==> config.mk <==
export PLATFORM = sky130hd
export DESIGN_NAME = lsu_align
export DESIGN_NICKNAME = d
export VERILOG_FILES = /design/src/rtl/lsu_align.sv
export SDC_FILE = /design/constraint.sdc
export NUM_CORES = 1
export LEC_CHECK = 0
export CAP_MARGIN = 20
export CORE_MARGIN = 4
export CORE_UTILIZATION = 40
export CTS_CLUSTER_SIZE = 28
export DETAILED_ROUTE_END_ITERATION = 8
export GPL_TIMING_DRIVEN = 0
export PLACE_DENSITY = 0.81
export SETUP_SLACK_MARGIN = 0.2
export SLEW_MARGIN = 20
export SYNTH_ARGS = -nofsm -noshare
export SYNTH_HDL_FRONTEND = slang
export SYNTH_SLANG_ARGS = --single-unit
==> constraint.sdc <==
create_clock -name clk -period 1.9 [get_ports clk]
set_input_delay 0.38 -clock clk [delete_from_list [all_inputs] [get_ports clk]]
set_output_delay 0.38 -clock clk [all_outputs]
set_load 0.02 [all_outputs]
==> src/rtl/lsu_align.sv <==
// Load/store alignment unit sitting between the RV32I execute stage and a
// word-only, little-endian data memory. Loads are sign/zero extended from the
// addressed lane, SB/SH become a read-modify-write, and bad accesses fault
// without ever touching memory.
module lsu_align #(
    parameter int DATA_WIDTH = 32,
    parameter int ADDR_WIDTH = 12
) (
    input  logic                  clk,
    input  logic                  rst,
    input  logic                  req_valid,
    output logic                  req_ready,
    input  logic                  req_we,
    input  logic [2:0]            req_funct3,
    input  logic [31:0]           req_addr,
    input  logic [DATA_WIDTH-1:0] req_wdata,
    output logic                  resp_valid,
    output logic [DATA_WIDTH-1:0] resp_rdata,
    output logic                  resp_fault,
    output logic                  mem_ren,
    output logic                  mem_wen,
    output logic [ADDR_WIDTH-1:0] mem_add,
    output logic [DATA_WIDTH-1:0] mem_datain,
    input  logic [DATA_WIDTH-1:0] mem_dataout
);

    typedef enum logic {IDLE, RMW_WR} state_t;

    state_t                  stateQ, stateD;
    logic                    respValidQ, respValidD;
    logic                    respFaultQ, respFaultD;
    logic [DATA_WIDTH-1:0]   respRdataQ, respRdataD;
    logic [ADDR_WIDTH-1:0]   rmwAddrQ, rmwAddrD;
    logic [DATA_WIDTH-1:0]   mergedQ, mergedD;

    logic                    accept;
    logic                    fault;
    logic                    isHalf;
    logic                    isWord;
    logic                    legalFunct3;
    logic                    outOfRange;
    logic                    misaligned;
    logic [ADDR_WIDTH-1:0]   alignedAddr;
    logic [7:0]              loadByte;
    logic [15:0]             loadHalf;
    logic [DATA_WIDTH-1:0]   loadExt;
    logic [DATA_WIDTH-1:0]   mergedWord;

    assign req_ready   = (stateQ == IDLE) && !rst;
    assign accept      = req_valid && req_ready;
    assign alignedAddr = {req_addr[ADDR_WIDTH-1:2], 2'b00};
    assign resp_valid  = respValidQ;
    assign resp_fault  = respFaultQ;
    assign resp_rdata  = respRdataQ;

    // Classify the incoming request and decide whether it must fault.
    always_comb begin
        isHalf      = (req_funct3[1:0] == 2'b01);
        isWord      = (req_funct3[1:0] == 2'b10);
        legalFunct3 = 1'b0;
        if (req_we) begin
            legalFunct3 = (req_funct3 == 3'b000) || (req_funct3 == 3'b001) ||
                          (req_funct3 == 3'b010);
        end else begin
            legalFunct3 = (req_funct3 == 3'b000) || (req_funct3 == 3'b001) ||
                          (req_funct3 == 3'b010) || (req_funct3 == 3'b100) ||
                          (req_funct3 == 3'b101);
        end
        outOfRange = (req_addr[31:ADDR_WIDTH] != '0);
        misaligned = (isHalf && req_addr[0]) || (isWord && (req_addr[1:0] != 2'b00));
        fault      = !legalFunct3 || outOfRange || misaligned;
    end

    // Pick the addressed lane of the read word and extend it for loads, and
    // build the merged word that a sub-word store writes back.
    always_comb begin
        loadByte   = 8'h00;
        loadExt    = mem_dataout;
        mergedWord = mem_dataout;
        case (req_addr[1:0])
            2'b00:   loadByte = mem_dataout[7:0];
            2'b01:   loadByte = mem_dataout[15:8];
            2'b10:   loadByte = mem_dataout[23:16];
            default: loadByte = mem_dataout[31:24];
        endcase
        loadHalf = req_addr[1] ? mem_dataout[31:16] : mem_dataout[15:0];
        case (req_funct3)
            3'b000:  loadExt = {{24{loadByte[7]}}, loadByte};
            3'b001:  loadExt = {{16{loadHalf[15]}}, loadHalf};
            3'b100:  loadExt = {24'h000000, loadByte};
            3'b101:  loadExt = {16'h0000, loadHalf};
            default: loadExt = mem_dataout;
        endcase
        if (isHalf) begin
            if (req_addr[1]) mergedWord[31:16] = req_wdata[15:0];
            else             mergedWord[15:0]  = req_wdata[15:0];
        end else begin
            case (req_addr[1:0])
                2'b00:   mergedWord[7:0]   = req_wdata[7:0];
                2'b01:   mergedWord[15:8]  = req_wdata[7:0];
                2'b10:   mergedWord[23:16] = req_wdata[7:0];
                default: mergedWord[31:24] = req_wdata[7:0];
            endcase
        end
    end

    // Next-state, response and memory-control logic; reset silences memory.
    always_comb begin
        stateD     = stateQ;
        respValidD = 1'b0;
        respFaultD = respFaultQ;
        respRdataD = respRdataQ;
        rmwAddrD   = rmwAddrQ;
        mergedD    = mergedQ;
        mem_ren    = 1'b0;
        mem_wen    = 1'b0;
        mem_add    = '0;
        mem_datain = '0;
        case (stateQ)
            IDLE: begin
                if (req_valid) mem_add = alignedAddr;
                if (accept) begin
                    if (fault) begin
                        respValidD = 1'b1;
                        respFaultD = 1'b1;
                        respRdataD = '0;
                    end else if (!req_we) begin
                        mem_ren    = 1'b1;
                        respValidD = 1'b1;
                        respFaultD = 1'b0;
                        respRdataD = loadExt;
                    end else if (isWord) begin
                        mem_wen    = 1'b1;
                        mem_datain = req_wdata;
                        respValidD = 1'b1;
                        respFaultD = 1'b0;
                    end else begin
                        mem_ren  = 1'b1;
                        mergedD  = mergedWord;
                        rmwAddrD = alignedAddr;
                        stateD   = RMW_WR;
                    end
                end
            end
            RMW_WR: begin
                mem_wen    = 1'b1;
                mem_datain = mergedQ;
                mem_add    = rmwAddrQ;
                respValidD = 1'b1;
                respFaultD = 1'b0;
                stateD     = IDLE;
            end
            default: stateD = IDLE;
        endcase
        if (rst) begin
            mem_ren    = 1'b0;
            mem_wen    = 1'b0;
            mem_add    = '0;
            mem_datain = '0;
        end
    end

    // State and registered response fields, cleared by synchronous reset.
    always_ff @(posedge clk) begin
        if (rst) begin
            stateQ     <= IDLE;
            respValidQ <= 1'b0;
            respFaultQ <= 1'b0;
            respRdataQ <= '0;
            rmwAddrQ   <= '0;
            mergedQ    <= '0;
        end else begin
            stateQ     <= stateD;
            respValidQ <= respValidD;
            respFaultQ <= respFaultD;
            respRdataQ <= respRdataD;
            rmwAddrQ   <= rmwAddrD;
            mergedQ    <= mergedD;
        end
    end

endmodule
Word-level counts from Yosys, hierarchy flattened --
Cells that the tools add are included.
Storage, ports and cells: bits in registers 77, output and inout bits 81
Cells by class: reduce and logical (&&, ||, !) cells 21, bitwise operators 3, eq/ne operators 11, muxes and demuxes 47
Operator list (number):
- 32-bit 2-to-1 mux | 8
- 32-bit case mux with 4 select lines | 1
- 32-bit case mux with 2 select lines | 1
- 16-bit 2-to-1 mux | 3
- 8-bit 2-to-1 mux | 4
- 12-bit 2-to-1 mux | 2
- 12-bit case mux with 2 select lines | 1
- 8-bit case mux with 3 select lines | 1
- 1-bit 2-to-1 mux | 22
- 20-bit nonzero test | 1
- 1-bit case mux with 2 select lines | 4
- 1-bit logical OR | 7
- 3-bit == test (second input constant) | 2
- 5-bit AND reduction | 1
- 2-bit by 1-bit == test with 1-bit output (second input constant) | 2
- 2-bit == test (second input constant) | 2
- 1-bit logical AND | 4
- 4-bit != test (second input constant) | 1
- 3-bit by 1-bit == test with 1-bit output (second input constant) | 1
- 3-bit by 2-bit == test with 1-bit output (second input constant) | 1
- 3-bit logical NOT | 1
- 1-bit inverter | 3
- 3-bit AND reduction | 1
- 3-bit OR reduction | 1
- 6 further kinds | 7

Depth between registers and ports, before layout --
depth in word-level cells 13, gate-level depth with buffers 7, depth with buffers taken out 4

Worst setup path before layout --
No wires, ideal clock.
kind in2out, start point in req_addr[13], end point out mem_ren, buffers on the path 1, arrival 2017 ps, slack -497 ps, data required time 1520 ps, stages 4, cell sequence nor4_1 > nand4_1 > clkbuf_1 > nor4_1
Between the ends: cells in the longest elaborated chain, start to end 7
RTL lines:
- start, declared | line 15 | input logic [31:0] req_addr,
- 20-bit nonzero test | line 69 | outOfRange = (req_addr[31:ADDR_WIDTH] != '0);
- 1-bit logical OR (2 in series) | line 71 | fault = !legalFunct3 || outOfRange || misaligned;
- 1-bit 2-to-1 mux | line 123 | if (fault) begin
- 1-bit 2-to-1 mux | line 122 | if (accept) begin
- 1-bit 2-to-1 mux | line 119 | case (stateQ)
- 1-bit 2-to-1 mux | line 155 | if (rst) begin
- end, declared | line 20 | output logic mem_ren,
No other way between the ends.

Worst setup path in the final report --
start point in req_funct3[2], end point out mem_datain[16]
Between the ends: cells in the longest elaborated chain, start to end 13
RTL lines:
- start, declared | line 14 | input logic [2:0] req_funct3,
- 3-bit by 1-bit == test with 1-bit output or 3-bit logical NOT (tied branches) | line 62, 65
- 1-bit logical OR (2 in series) | line 62, 65
- 1-bit logical OR (2 in series) | line 66 | (req_funct3 == 3'b010) || (req_funct3 == 3'b100) ||
- 1-bit 2-to-1 mux * | line 61 | if (req_we) begin
- 1-bit logical NOT * | line 71
- 1-bit logical OR * (2 in series) | line 71
- 32-bit 2-to-1 mux * | line 123
- 32-bit 2-to-1 mux * | line 122
- 32-bit case mux with 2 select lines * | line 119
- 32-bit 2-to-1 mux * | line 155
- end, declared | line 23 | output logic [DATA_WIDTH-1:0] mem_datain,
Mark *: on every way between the ends. The rest lies on a longest branch, timed or not.

==> results.rst <==
.. list-table::
   :header-rows: 1

   * - Metric
     - Value
   * - Outcome
     - complete, but fails checks
   * - Violations in the final reports
     - setup timing
   * - First-pass iteration count of the detailed router
     - 6
   * - Share of Yosys cell area claimed by the top area cell type
     - 33.2%
   * - DR vias/cell
     - 6.32
   * - Post-Place Cell Area
     - 7140 sq um
   * - Worst relative slew slack
     - 51.3%
   * - Final hold violation count
     - 0
   * - Leading area contributor after synthesis
     - sky130_fd_sc_hd__dfxtp_1
   * - Final slew viol count
     - 0
   * - Top flip-flop cell by instance count after synthesis
     - sky130_fd_sc_hd__dfxtp_1
   * - Fraction of final layout cells with drive strength greater than 1
     - 39.5%
   * - Area delta synth->final
     - 93.5%
   * - Post-CTS Hold Buffers
     - 0
   * - Die Ht
     - 116 um
   * - Pin count of the biggest net entering global routing
     - 13
   * - Number of synthesized register bits
     - 77
   * - Finished layout cell area
     - 8990 sq um
   * - Clock latency on the worst-skew pair
     - 350 ps
   * - Number of top-level pins
     - 184
   * - Library cells used by synthesis
     - 46
   * - Remaining routing DRC violations
     - 0
   * - # H-tree levels
     - 3
   * - Reg-to-reg critical path endpoint
     - mergedQ[16]
   * - Largest cells by area after synthesis
     - sky130_fd_sc_hd__dfxtp_1 33%, sky130_fd_sc_hd__mux2i_1 10%, sky130_fd_sc_hd__a22o_1 7.5%
   * - Antenna fix cells
     - 0
   * - Width of the chip
     - 116 um
   * - Clock Path Buffers
     - 2
   * - Arrival time of data at the critical path endpoint
     - 1960 ps
   * - Most frequent cell after synthesis
     - sky130_fd_sc_hd__dfxtp_1
   * - Number of global-route vias before repair
     - 5973
   * - Part of the Yosys area used for sequential elements
     - 33.2%
   * - Final worst-path cycle share
     - 123%
   * - Hold Path Class
     - in -> reg
   * - Power per Cell Area
     - 503 nW/um^2
   * - Total number of nets in the final design
     - 891
   * - Post-DP HPWL
     - 14400 um
   * - Initial detailed-routing violation count
     - 646
   * - Post-Route Skew
     - 3.49 ps
   * - Worst reg2reg startpoint
     - stateQ
   * - Clock root buffer
     - sky130_fd_sc_hd__clkbuf_16
   * - CTS buffer count
     - 9
   * - Worst setup EP type
     - primary output
   * - Synthesized area divided by synthesized cell count
     - 8.71 sq um
   * - Mapped Cells
     - 533
   * - Unrepaired setup endpoints after global routing
     - yes
   * - Clock tree from TritonCTS
     - built
   * - Area of the die
     - 13400 sq um
   * - Logic depth of the worst register-to-register path
     - 10
   * - Buffers added on ports
     - 178
   * - CP Launch Type
     - input port
   * - Post-Layout Cell Count
     - 936
   * - Placed cell count
     - 855
   * - Final setup violating endpoints
     - 109
   * - Total congestion overflow
     - 0
   * - Highest clock frequency the design can meet
     - 427 MHz
   * - Clock Sink Count
     - 77
   * - Final worst-path setup slack
     - -442 ps
   * - Combined area of the multi-input logic cells
     - 3680 sq um
   * - Detailed Route WL
     - 23100 um
   * - Number of routed nets with antenna violations
     - 0
   * - Placer congestion estimate
     - 0.886
   * - Max-cap violations
     - 0
   * - Largest driver fanout on the critical path
     - 5
   * - Worst endpoint required time
     - 1520 ps
   * - Overall routing resource usage
     - 32.1%
   * - Share of synthesized registers carrying an async set or reset
     - 0%
   * - Shortest clock period the worst path allows after layout
     - 2340 ps
   * - Number of rows in the core area
     - 39
   * - Clock Pin Slew Worst Setup and Hold Paths
     - 60 ps
   * - Post-synth EDFFs
     - 0
   * - Initial Utilization
     - 40.8%
   * - Netlist area before placement
     - 4640 sq um
   * - Leakage power summed over all cells
     - 0.00419 uW
   * - Critical Path End
     - mem_datain[16]
   * - Critical Path Source
     - req_funct3[2]
   * - WS Path Type
     - in -> out
   * - WL/cell
     - 24.6 um
   * - Number of antenna violations at the first check in global routing
     - 0
   * - Number of synthesis warnings
     - 0
   * - Via count
     - 5920
   * - Number of fill cells
     - 674
   * - First-pass GRT wire length
     - 33300 um
   * - Area taken by flip-flops and latches
     - 1540 sq um
   * - Peak supply drop
     - 471 uV
   * - Setup slack on the worst flop-to-flop path
     - -310 ps
   * - Most numerous cell types in the synthesized netlist
     - 77 x sky130_fd_sc_hd__dfxtp_1, 47 x sky130_fd_sc_hd__mux2i_1, 40 x sky130_fd_sc_hd__a22o_1
   * - Worst slew pin tran
     - 731 ps
   * - Core Box Area
     - 11400 sq um
==> worst min-delay path by stage <==
| stage | cells past startpoint | start | endpoint | slack, ps |
|---|---|---|---|---|
| detailed placement | 1 | resp_rdata[24] | resp_rdata[24] | 450 |
| floorplan | 2 | rmwAddrQ[10] | rmwAddrQ[10] | 440 |
| finish | 3 | rst | resp_fault | 360 |
| global route | 3 | rst | resp_fault | 370 |
| CTS | 3 | mem_dataout[15] | resp_rdata[15] | 350 |
| global placement | 2 | resp_fault | resp_fault | 450 |
==> layout make-up <==
class	instances	area share, %
Clock inverter	4	0.780
Multi-Input combinational cell	378	41.0
Buffer	63	6.38
Clock buffer	12	2.85
Timing Repair Buffer	243	29.1
Sequential cell	77	17.2
Tap cell	143	1.99
Inverter	16	0.766
==> repair_timing <==
| item | in CTS | in global routing |
|---|---|---|
| gates resized for setup | 513 | 89 |
| hold endpoints to repair | 0 | 0 |
| setup buffers | 40 | 14 |
| setup endpoints to repair | 125 | 144 |
| gates cloned | 11 | 0 |
| pin swaps | 63 | 44 |
==> cell families (layout without fill, tap and decap cells) <==
logic type | after synthesis | in the layout | synth area share (%)
DFF | 77 | 77 | 33.2
and+or+nand+nor | 107 | 107 | 12.6
muxes | 48 | 48 | 10.6
other | 1 | 2 | 0.0808
AOI/OAI and AO/OA | 221 | 221 | 36.0
buffers and inverters | 79 | 338 | 7.54
==> worst max-delay path, stage by stage <==
cell	delay [ps]
sky130_fd_sc_hd__buf_6	120
sky130_fd_sc_hd__nor4_4	280
sky130_fd_sc_hd__o211a_1	240
sky130_fd_sc_hd__and4_1	230
sky130_fd_sc_hd__clkbuf_8	160
sky130_fd_sc_hd__buf_12	110
sky130_fd_sc_hd__buf_12	100
sky130_fd_sc_hd__buf_16	120
sky130_fd_sc_hd__a22o_4	110
sky130_fd_sc_hd__buf_6	100
==> placed cells by master (no fill, tap or decap), types with 9 or more instances in the layout <==
cell type / instances
sky130_fd_sc_hd__dfxtp_1: 76
sky130_fd_sc_hd__clkbuf_8: 14
sky130_fd_sc_hd__clkbuf_1: 20
sky130_fd_sc_hd__nand2_1: 28
sky130_fd_sc_hd__buf_4: 40
sky130_fd_sc_hd__o21ai_0: 19
sky130_fd_sc_hd__nor3b_1: 9
sky130_fd_sc_hd__o2bb2ai_2: 25
sky130_fd_sc_hd__a31oi_1: 20
sky130_fd_sc_hd__clkbuf_16: 10
sky130_fd_sc_hd__nor4_4: 9
sky130_fd_sc_hd__nor2_1: 20
sky130_fd_sc_hd__o221ai_1: 16
sky130_fd_sc_hd__mux2i_1: 47
sky130_fd_sc_hd__a21o_1: 16
sky130_fd_sc_hd__buf_12: 10
sky130_fd_sc_hd__dlygate4sd2_1: 10
sky130_fd_sc_hd__dlymetal6s2s_1: 23
sky130_fd_sc_hd__o31ai_1: 10
sky130_fd_sc_hd__nor2b_1: 11
sky130_fd_sc_hd__inv_1: 13
sky130_fd_sc_hd__nand4_1: 12
sky130_fd_sc_hd__a22o_4: 32
sky130_fd_sc_hd__buf_6: 82
sky130_fd_sc_hd__buf_2: 10
sky130_fd_sc_hd__a21oi_2: 16
sky130_fd_sc_hd__clkdlybuf4s50_1: 71
==> registers in the layout (all words and copies together), names as in the netlist <==
name,count
mergedQ,32
resp_fault,1
resp_rdata,32
rmwAddrQ,10
resp_valid,1
stateQ,1
==> where the power goes <==
part	internal [uW]	switching [uW]	leakage [uW]
Clock	1220	716	0.000163
Sequential	1620	1.18	0.000621
Combinational	447	522	0.00340
==> stage by stage <==
| step | hold WS, ps | setup slack, ps | total power [uW] | util (%) | TNS (ps) |
|---|---|---|---|---|---|
| after floorplan | 444 | -39.1 | 2030 | - | -637 |
| after global placement | 446 | -1370 | 2440 | 62.8 | -103720 |
| after detailed placement | 445 | -1410 | 2450 | 62.8 | -107560 |
| after CTS | 354 | -462 | 4430 | 74.7 | -16350 |
| after global routing | 366 | -511 | 4640 | 79.0 | -30680 |
| final | 361 | -442 | 4520 | 79.0 | -22020 |
==> per-layer routing <==
metal	track usage, %	vias to the layer above	wire length, um
li1	-	2591	-
met1	40.1	2824	8830
met2	53.5	405	11300
met3	5.90	100	1780
met4	15.6	0	1160
met5	0	-	0
Note: power is estimated with default switching activity, not from simulation.
